[src/rtl/hqm_rcfwl_gclk_pkg.sv]
// Shared types and widths for the regional gated-clock power-enable logic.
package hqm_rcfwl_gclk_pkg;

  localparam int RPEN_STATE_W = 2;
  localparam int STATS_CNT_W  = 16;

  typedef enum logic [RPEN_STATE_W-1:0] {
    RPEN_OFF  = 2'd0,
    RPEN_WAKE = 2'd1,
    RPEN_ON   = 2'd2,
    RPEN_HYST = 2'd3
  } rpen_state_t;

endpackage

[src/rtl/hqm_rcfwl_gclk_rpen_ctrl_if.sv]
// Activity/config inputs and RPEn/ClkAck/debug outputs of the RPEn controller.
// Optional stats outputs exist only with HQM_RCFWL_GCLK_RPEN_STATS_EN defined.
interface hqm_rcfwl_gclk_rpen_ctrl_if
  import hqm_rcfwl_gclk_pkg::*;
#(
  parameter int HYST_W = 8
) ();

  logic                    ActiveReq;
  logic                    ForceOn;
  logic [HYST_W-1:0]       HystCfg;
  logic                    RPEn;
  logic                    ClkAck;
  logic [RPEN_STATE_W-1:0] CtrlState;
`ifdef HQM_RCFWL_GCLK_RPEN_STATS_EN
  logic [STATS_CNT_W-1:0]  GateCnt;
  logic [STATS_CNT_W-1:0]  WakeCnt;

  modport master (output ActiveReq, ForceOn, HystCfg,
                  input  RPEn, ClkAck, CtrlState, GateCnt, WakeCnt);
  modport slave  (input  ActiveReq, ForceOn, HystCfg,
                  output RPEn, ClkAck, CtrlState, GateCnt, WakeCnt);
`else
  modport master (output ActiveReq, ForceOn, HystCfg,
                  input  RPEn, ClkAck, CtrlState);
  modport slave  (input  ActiveReq, ForceOn, HystCfg,
                  output RPEn, ClkAck, CtrlState);
`endif

endinterface

[src/rtl/hqm_rcfwl_gclk_sat_cnt.sv]
// Saturating up-counter: +1 per cycle while inc is high, sticks at all-ones.
module hqm_rcfwl_gclk_sat_cnt #(
  parameter int W = 16
) (
  input  logic         clk,
  input  logic         rst_n,
  input  logic         inc,
  output logic [W-1:0] cnt
);

  always_ff @(posedge clk or negedge rst_n) begin
    if (!rst_n) begin
      cnt <= '0;
    end else if (inc && (cnt != '1)) begin
      cnt <= cnt + W'(1);
    end
  end

endmodule

[src/rtl/hqm_rcfwl_gclk_rpen_ctrl.sv]
// Regional RPEn controller: idle hysteresis, fixed wake latency, min-off guard; outputs registered.
// HQM_RCFWL_GCLK_RPEN_STATS_EN adds saturating GateCnt/WakeCnt transition counters.
module hqm_rcfwl_gclk_rpen_ctrl
  import hqm_rcfwl_gclk_pkg::*;
#(
  parameter int HYST_W   = 8,
  parameter int WAKE_LAT = 4,
  parameter int MIN_OFF  = 2,
  parameter int RESET_ON = 0
) (
  input  logic                        CkGridX1N,
  input  logic                        RstB,
  hqm_rcfwl_gclk_rpen_ctrl_if.slave   ctrl
);

  localparam rpen_state_t       RST_STATE = (RESET_ON != 0) ? RPEN_ON : RPEN_OFF;
  localparam logic [HYST_W-1:0] OFF_LD    = HYST_W'(MIN_OFF);
  localparam logic [HYST_W-1:0] WAKE_LD   = HYST_W'(WAKE_LAT - 1);
  localparam logic [HYST_W-1:0] RST_CNT   = (RESET_ON != 0) ? '0 : OFF_LD;
  localparam logic [HYST_W-1:0] ONE       = HYST_W'(1);

  rpen_state_t       state_q, state_nxt;
  logic [HYST_W-1:0] cnt_q, cnt_nxt;
  logic              rpen_q, ack_q;
  logic              want;

  assign want = ctrl.ActiveReq | ctrl.ForceOn;

  always_comb begin
    state_nxt = state_q;
    cnt_nxt   = cnt_q;
    case (state_q)
      RPEN_OFF: begin
        // want is deliberately ignored until the min-off guard has drained
        if (cnt_q != '0) begin
          cnt_nxt = cnt_q - ONE;
        end else if (want) begin
          state_nxt = RPEN_WAKE;
          cnt_nxt   = WAKE_LD;
        end
      end
      RPEN_WAKE: begin
        if (cnt_q == '0) begin
          state_nxt = RPEN_ON;
        end else begin
          cnt_nxt = cnt_q - ONE;
        end
      end
      RPEN_ON: begin
        if (!want) begin
          if (ctrl.HystCfg != '0) begin
            state_nxt = RPEN_HYST;
            cnt_nxt   = ctrl.HystCfg - ONE;
          end else begin
            state_nxt = RPEN_OFF;
            cnt_nxt   = OFF_LD;
          end
        end
      end
      RPEN_HYST: begin
        if (want) begin
          state_nxt = RPEN_ON;
        end else if (cnt_q == '0) begin
          state_nxt = RPEN_OFF;
          cnt_nxt   = OFF_LD;
        end else begin
          cnt_nxt = cnt_q - ONE;
        end
      end
    endcase
  end

  always_ff @(posedge CkGridX1N or negedge RstB) begin
    if (!RstB) begin
      state_q <= RST_STATE;
      cnt_q   <= RST_CNT;
      rpen_q  <= (RESET_ON != 0);
      ack_q   <= (RESET_ON != 0);
    end else begin
      state_q <= state_nxt;
      cnt_q   <= cnt_nxt;
      rpen_q  <= (state_nxt != RPEN_OFF);
      ack_q   <= (state_nxt == RPEN_ON) || (state_nxt == RPEN_HYST);
    end
  end

  assign ctrl.RPEn      = rpen_q;
  assign ctrl.ClkAck    = ack_q;
  assign ctrl.CtrlState = state_q;

`ifdef HQM_RCFWL_GCLK_RPEN_STATS_EN
  logic gate_evt, wake_evt;

  assign gate_evt = ((state_q == RPEN_ON) || (state_q == RPEN_HYST)) && (state_nxt == RPEN_OFF);
  assign wake_evt = (state_q == RPEN_OFF) && (state_nxt == RPEN_WAKE);

  hqm_rcfwl_gclk_sat_cnt #(.W(STATS_CNT_W)) u_gate_cnt (
    .clk   (CkGridX1N),
    .rst_n (RstB),
    .inc   (gate_evt),
    .cnt   (ctrl.GateCnt)
  );

  hqm_rcfwl_gclk_sat_cnt #(.W(STATS_CNT_W)) u_wake_cnt (
    .clk   (CkGridX1N),
    .rst_n (RstB),
    .inc   (wake_evt),
    .cnt   (ctrl.WakeCnt)
  );
`endif

endmodule

[src/flat_wrapper.sv]
// flat-port wrapper written by rule: the top's interface ports become plain ports
module hqm_rcfwl_gclk_rpen_ctrl_flat import hqm_rcfwl_gclk_pkg::*;
#(
  parameter int HYST_W   = 8,
  parameter int WAKE_LAT = 4,
  parameter int MIN_OFF  = 2,
  parameter int RESET_ON = 0
)
  (CkGridX1N, RstB, ctrl_ActiveReq, ctrl_ForceOn, ctrl_HystCfg, ctrl_RPEn, ctrl_ClkAck, ctrl_CtrlState);
  hqm_rcfwl_gclk_rpen_ctrl_if #(.HYST_W(HYST_W)) ctrl_i ();
  input  logic CkGridX1N;
  input  logic RstB;
  input wire logic [$bits(ctrl_i.ActiveReq)-1:0] ctrl_ActiveReq;
  input wire logic [$bits(ctrl_i.ForceOn)-1:0] ctrl_ForceOn;
  input wire logic [$bits(ctrl_i.HystCfg)-1:0] ctrl_HystCfg;
  output wire logic [$bits(ctrl_i.RPEn)-1:0] ctrl_RPEn;
  output wire logic [$bits(ctrl_i.ClkAck)-1:0] ctrl_ClkAck;
  output wire logic [$bits(ctrl_i.CtrlState)-1:0] ctrl_CtrlState;
  assign ctrl_i.ActiveReq = ctrl_ActiveReq;
  assign ctrl_i.ForceOn = ctrl_ForceOn;
  assign ctrl_i.HystCfg = ctrl_HystCfg;
  assign ctrl_RPEn = ctrl_i.RPEn;
  assign ctrl_ClkAck = ctrl_i.ClkAck;
  assign ctrl_CtrlState = ctrl_i.CtrlState;
  hqm_rcfwl_gclk_rpen_ctrl #(.HYST_W(HYST_W), .WAKE_LAT(WAKE_LAT), .MIN_OFF(MIN_OFF), .RESET_ON(RESET_ON)) u_core (.CkGridX1N(CkGridX1N), .RstB(RstB), .ctrl(ctrl_i));
endmodule
[config.mk]
export PLATFORM = sky130hd
export DESIGN_NAME = hqm_rcfwl_gclk_rpen_ctrl_flat
export DESIGN_NICKNAME = d
export VERILOG_FILES = /design/src/rtl/hqm_rcfwl_gclk_pkg.sv /design/src/rtl/hqm_rcfwl_gclk_rpen_ctrl_if.sv /design/src/rtl/hqm_rcfwl_gclk_sat_cnt.sv /design/src/rtl/hqm_rcfwl_gclk_rpen_ctrl.sv /design/src/flat_wrapper.sv
export SDC_FILE = /design/constraint.sdc
export NUM_CORES = 1
export LEC_CHECK = 0
export ABC_AREA = 1
export CAP_MARGIN = 0
export CORE_MARGIN = 5
export CORE_UTILIZATION = 40
export DETAILED_ROUTE_END_ITERATION = 8
export PLACE_DENSITY = 0.67
export SLEW_MARGIN = 20
export SYNTH_ARGS = -nofsm -noshare
export SYNTH_HDL_FRONTEND = slang
export SYNTH_SLANG_ARGS = --single-unit
[constraint.sdc]
create_clock -name CkGridX1N -period 3.3 [get_ports CkGridX1N]
set_clock_uncertainty 0.2 [all_clocks]
set_input_delay 0.66 -clock CkGridX1N [delete_from_list [all_inputs] [get_ports CkGridX1N]]
set_output_delay 0.66 -clock CkGridX1N [all_outputs]
set_load 0.01 [all_outputs]
==> results of run 1 <==
[layout make-up]
cell class,count,area share (%)
clock buffer,4,2.87
timing repair buffer,15,11.9
tap,30,2.97
multi-input combinational,123,49.4
sequential,12,23.8
inverter,30,9.10
[report_power, final]
part	switching, mW	total (mW)	internal [mW]
logic	0.275	0.464	0.189
clock network	0.0520	0.119	0.0671
registers	0.0689	0.289	0.220
[registers in the layout (all words and copies together), names as in the netlist]
register	cells
u_core.cnt_q	8
u_core.ctrl.ClkAck	1
u_core.ctrl.RPEn	1
u_core.ctrl.CtrlState	2
[metal layers]
metal	wire length, um	vias up	global-route usage, %
met4	44	0	6.50
met3	124	6	4.61
li1	-	558	-
met2	1120	21	24.9
met5	0	-	0
met1	1060	481	19.9
[cells in the mapped netlist (all sizes together)]
cell / count
inv: 30
a21oi: 1
ha: 4
o21ai: 7
nand4: 3
nand2: 50
xor2: 3
nor3: 1
dfstp: 1
dfrtp: 11
nor2: 22
nand3: 32
[worst paths after layout]
path	end	slack, ns	depth (start not counted)
setup / recovery	ctrl_CtrlState[0]	1.07	1
hold / removal	u_core.cnt_q[0]	0.32	2
setup reg to reg	u_core.ctrl.RPEn	1.56	9
hold reg to reg	u_core.cnt_q[0]	0.32	2
max in group asynchronous	u_core.ctrl.CtrlState[1]	1.99	1
min in group asynchronous	u_core.cnt_q[7]	0.54	1
[metrics by stage]
stage | worst slack (ns) | cell area, um^2
floorplan | 1.52 | 1040
global placement | 0.999 | 1230
detailed placement | 0.936 | 1230
CTS | 1.06 | 1260
global route | 1.01 | 1260
finish | 1.07 | 1260
[logic make-up after synthesis]
kind of cell,share of synthesized area [%]
XOR/XNOR,2.52
adder cells (fa/ha/maj),4.81
AO/OA/AOI/OAI,4.21
flip-flops,29.0
buffers and inverters,11.1
AND/OR/NAND/NOR,48.4
==> impl_results.md, run 1 <==
* Fmax at between 400 and 500 MHz
* H-tree Lvls at 1
* Status: finished clean
* Worst Hold Launch: u_core.cnt_q[0]
* P_leak at 0.659 nW
* PortBufs at 15
* Clock-pin slew on the worst setup and hold paths at 0.07 ns
* Hold slack at 0.320 ns
* Vias in the first global route at 1029
* Cell Rows at 18
* VDD IR-drop max at 466 uV
* Die width at 61.0 um
* CP max-delay cell: clkdlybuf4s50_1
* Slew Viols, Final at 0
* CP Cell Sequence: clkdlybuf4s50_1
* Layout Cells excl Fill at 214
* Final RePlAce weighted congestion at 0.872
* Hold Buf Count CTS at 0
* CTS buffer count at 3
* Layout cells sized above 1 at 11.4%
* CORE AREA at 2480 um^2
* Layout fillers at roughly 270
* Area of the multi-input gates at 624 um^2
* Final Util at between 50% and 60%
* Num Clock Sinks at 12
* First-iteration detailed-routing DRC count at 54
* Commonest cells after routing, fill and taps aside: 46 x nand2_1, 31 x nand3_1, 26 x inv_1
* Dpl cells at 210
* Crit start category: flip-flop
* CTS Buffer Depth at 2
* RR Startpoint: u_core.cnt_q[0]
* Post-CTS Setup Bufs at 0
* Initial core utilization at 42.0%
* Tmin final at 2.23 ns
* Post-Syn Area at 1040 um^2
* Post-synth top area cell: dfrtp_1
* WP buf/inv at 1
* # resized after CTS at 0
* Vias at 1066
* Max-slew headroom at 62.2%
* Initial antenna violation count at 0
* Syn_nets at around 180
* Post-synthesis sequential area ratio at 29.0%
* Antenna viol nets, final at 0
* WL per Instance at 11.0 um
* IO Pins at 16
* # setup viols final at 0
* Avg Inst Size Synth at between 6 and 7 um^2
* Total Neg Setup Slack at 0 ns
* Required time worst endpoint at approximately 2.4 ns
* Least-Margin Pin Slew at 0.565 ns
* Total die area at 3720 um^2
* Slowest stage delay, CP at 0.60 ns
* Critical Path AT at approximately 1.4 ns
* RSZ-0062 raised after global routing: no
* Synth Warn # at 0
* Synth Register Bits at 12
* Synth cell types at 21
* Part of the cycle the worst path needs at 67.6%
* Cell count after synthesis at 165
* Post-synth top area share at 26.4%
* Max FO, Critical Path at 7
* Top Family by Delay on Critical Path: buffers and inverters
* Nets at 201
* Top cells by area, synth: dfrtp_1 26%, nand2_1 17%, nand3_1 15%
* Antenna cells at 0
* Remaining DRCs at 0
* TritonCTS clock tree: built
* Final hold violations at 0
* Power Density at 689 nW/um^2
* Largest net degree at the start of global routing at 13
* Routed WL at between 2 and 2.5 mm
* All-Layer GR Usage at between 10% and 20%
* Die Ht at 61.0 um
* Hold Crit Class: flip-flop to flip-flop
* Vias per cell at about 5
* Syn-to-layout area delta at 21.5%
* Skew-Pair Late Insertion Delay at around 0.28 ns
* First-pass GRT wire length at 4.33 mm
* Overflow after GRT at 0
* Max-Cap Viols at 0
* HPWL Detailed at 1.98 mm
* Clock root buffer master: clkbuf_4
* Seq. cell area at 302 um^2
* Critical Path End Type: primary output
* Critical path origin: u_core.ctrl.CtrlState[0]
* Commonest non-fill, non-tap cell in the layout: nand2_1
* Drt pass-1 iters at 4
* Post-layout power at 0.872 mW
* Crit Path Class: flip-flop to primary output
Note: power is estimated with default switching activity, not from simulation.
==> run 2: changes to the inputs <==
- PLACE_DENSITY: 0.67 -> 0.7
- clock period: 3.3 -> 1.85 ns (I/O delays scaled with it)
==> impl_results.md, run 2 (same netlist as run 1, synthesis figures left out) <==
* Status: finished clean (unchanged)
* Clock share of power at 13.1% (was 13.7%)
* CTS Buffer Depth at 2 (unchanged)
* CP Cell Sequence: clkdlybuf4s50_1 (unchanged)
* First-pass GRT wire length at 4.56 mm (was 4.33 mm)
* WP buf/inv at 1 (unchanged)
* Hold Buf Count CTS at 0 (unchanged)
* CORE AREA at 2480 um^2 (unchanged)
* Vias at 1133 (was 1066)
* Critical Path AT at 1.18 ns (was 1.37 ns)
* Number of stages on the worst setup path at 1 (unchanged)
* Overflow after GRT at 0 (unchanged)
* Most flops, register: u_core.cnt_q (unchanged)
* Drt pass-1 iters at 4 (unchanged)
* Antenna cells at 0 (unchanged)
* Initial antenna violation count at 0 (unchanged)
* WL per Instance at 12.0 um (was 11.0 um)
* HPWL Detailed at 2.19 mm (was 1.98 mm)
* Layout cells sized above 1 at 20.3% (was 11.4%)
* Final hold violations at 0 (unchanged)
* Max FO, Critical Path at 2 (was 7)
* Power Density at 1190 nW/um^2 (was 689 nW/um^2)
* P_leak at 0.723 nW (was 0.659 nW)
* Nets at 214 (was 201)
* Die width at 61.0 um (unchanged)
* Switching portion of total power at 45.1% (was 45.4%)
* Tmin final at 1.75 ns
* Top Family by Delay on Critical Path: buffers and inverters (unchanged)
* Max-slew headroom at 60.2% (was 62.2%)
* Cell Rows at 18 (unchanged)
* End of the critical path: ctrl_CtrlState[0] (unchanged)
* Crit start category: flip-flop (unchanged)
* Final RePlAce weighted congestion at 0.834 (was 0.872)
* Clock-pin slew on the worst setup and hold paths at 0.09 ns (was 0.07 ns)
* Critical Path End Type: primary output (unchanged)
* Max-Cap Viols at 0 (unchanged)
* Design internal power at 0.904 mW (was 0.476 mW)
* R2R setup slack at 0.17 ns (was 1.56 ns)
* Combinational power share at 56.2% (was 53.2%)
* Die Ht at 61.0 um (unchanged)
* Layout fillers at 265 (was 266)
* Final Util at 55.8% (was 51.1%)
* RR Startpoint: u_core.cnt_q[1] (was u_core.cnt_q[0])
* Slew Viols, Final at 0 (unchanged)
* First-iteration detailed-routing DRC count at 30 (was 54)
* Num Clock Sinks at 12 (unchanged)
* Hold Crit Class: primary input to asynchronous set/reset pin (was flip-flop to flip-flop)
* CTS buffer count at 3 (unchanged)
* Antenna viol nets, final at 0 (unchanged)
* All-Layer GR Usage at 16.1% (was 15.7%)
* Least-Margin Pin Slew at 0.595 ns (was 0.565 ns)
* Switching power at 0.741 mW (was 0.396 mW)
* Initial core utilization at 42.0% (unchanged)
* Clock root buffer master: clkbuf_4 (unchanged)
* IO Pins at 16 (unchanged)
* VDD IR-drop max at 836 uV (was 466 uV)
* Total Neg Setup Slack at 0 ns (unchanged)
* H-tree Lvls at 1 (unchanged)
* Commonest cells after routing, fill and taps aside: 45 x nand2_1, 30 x nand3_1, 25 x inv_1 (was 46 x nand2_1, 31 x nand3_1, 26 x inv_1)
* Part of the cycle the worst path needs at between 90% and 100%
* Reg2reg path depth at 10 (was 9)
* Slowest stage delay, CP at 0.54 ns (was 0.60 ns)
* Syn-to-layout area delta at 32.7% (was 21.5%)
* Required time worst endpoint at 1.28 ns (was 2.44 ns)
* Largest net degree at the start of global routing at 13 (unchanged)
* PortBufs at 15 (unchanged)
* # setup viols final at 0 (unchanged)
* Fmax at 572 MHz
* Total die area at 3720 um^2 (unchanged)
* Commonest non-fill, non-tap cell in the layout: nand2_1 (unchanged)
* Vias in the first global route at 1084 (was 1029)
* Skew-Pair Late Insertion Delay at 0.28 ns (about the same)
* Critical path origin: u_core.ctrl.CtrlState[0] (unchanged)
* TritonCTS clock tree: built (unchanged)
* Remaining DRCs at 0 (unchanged)
* CP max-delay cell: clkdlybuf4s50_1 (unchanged)
* Reg-to-reg endpoint: u_core.cnt_q[3] (was u_core.ctrl.RPEn)
* Largest register FFs at 8 (unchanged)
* Crit Path Class: flip-flop to primary output (unchanged)
* Flop pwr share at 30.7% (was 33.2%)
* Vias per cell at 4.99 (was 4.98)
* Routed WL at 2.72 mm (was 2.36 mm)
run 2: repair_timing:
action	in CTS	in global routing
endpoints found under the hold margin	0	0
setup endpoints to repair	2	8
pin swaps	0	1
setup buffers	2	0
resized for setup	1	6
run 2: through the flow:
step                      total power, mW  setup slack, ns  std cells  area [um^2]  hold slack [ns]
final                                1.64            0.101        227         1380            0.256
after global routing                 1.80         -0.00591        227         1380            0.297
after CTS                            1.64           0.0903        227         1360            0.274
after detailed placement             1.39           -0.200        221         1310            0.308
after global placement               1.36           -0.110        221         1310            0.299
after floorplan                      1.11            0.246        165         1040           -0.126
run 2: worst min path at each step:
stage                               start               to  depth (start not counted)  slack, ns
after global routing                 RstB  u_core.cnt_q[4]                          1       0.30
after CTS                            RstB  u_core.cnt_q[7]                          1       0.27
after floorplan                      RstB  u_core.cnt_q[0]                          0      -0.13
final                                RstB  u_core.cnt_q[7]                          1       0.26
after detailed placement  u_core.cnt_q[0]  u_core.cnt_q[0]                          2       0.31
after global placement    u_core.cnt_q[0]  u_core.cnt_q[0]                          2       0.30
run 2: power groups by stage:
| stage | sequential [mW] | combinational (mW) | clock (mW) |
|---|---|---|---|
| global placement | 0.517 | 0.842 | 0 |
| finish | 0.505 | 0.924 | 0.216 |
| CTS | 0.503 | 0.915 | 0.221 |
| detailed placement | 0.525 | 0.866 | 0 |
| global route | 0.521 | 1.05 | 0.231 |
| floorplan | 0.504 | 0.603 | 0 |
run 2: area by class of cell:
class                      instances  area [um^2]  area share, %
clock buffer                       4         36.3           2.63
inverter                          30          115           8.33
multi-input combinational        123          642           46.5
sequential                        12          303           21.9
tap                               30         37.5           2.72
timing repair buffer              28          248           17.9
run 2: metal layers:
metal  part of all wire, %  global-route usage [%]  up-vias
li1                      -                       -      583
met1                    43                    21.2      520
met2                    52                    27.5       28
met3                   4.6                    3.56        2
met4                  0.59                    3.10        0
met5                     0                       0        -
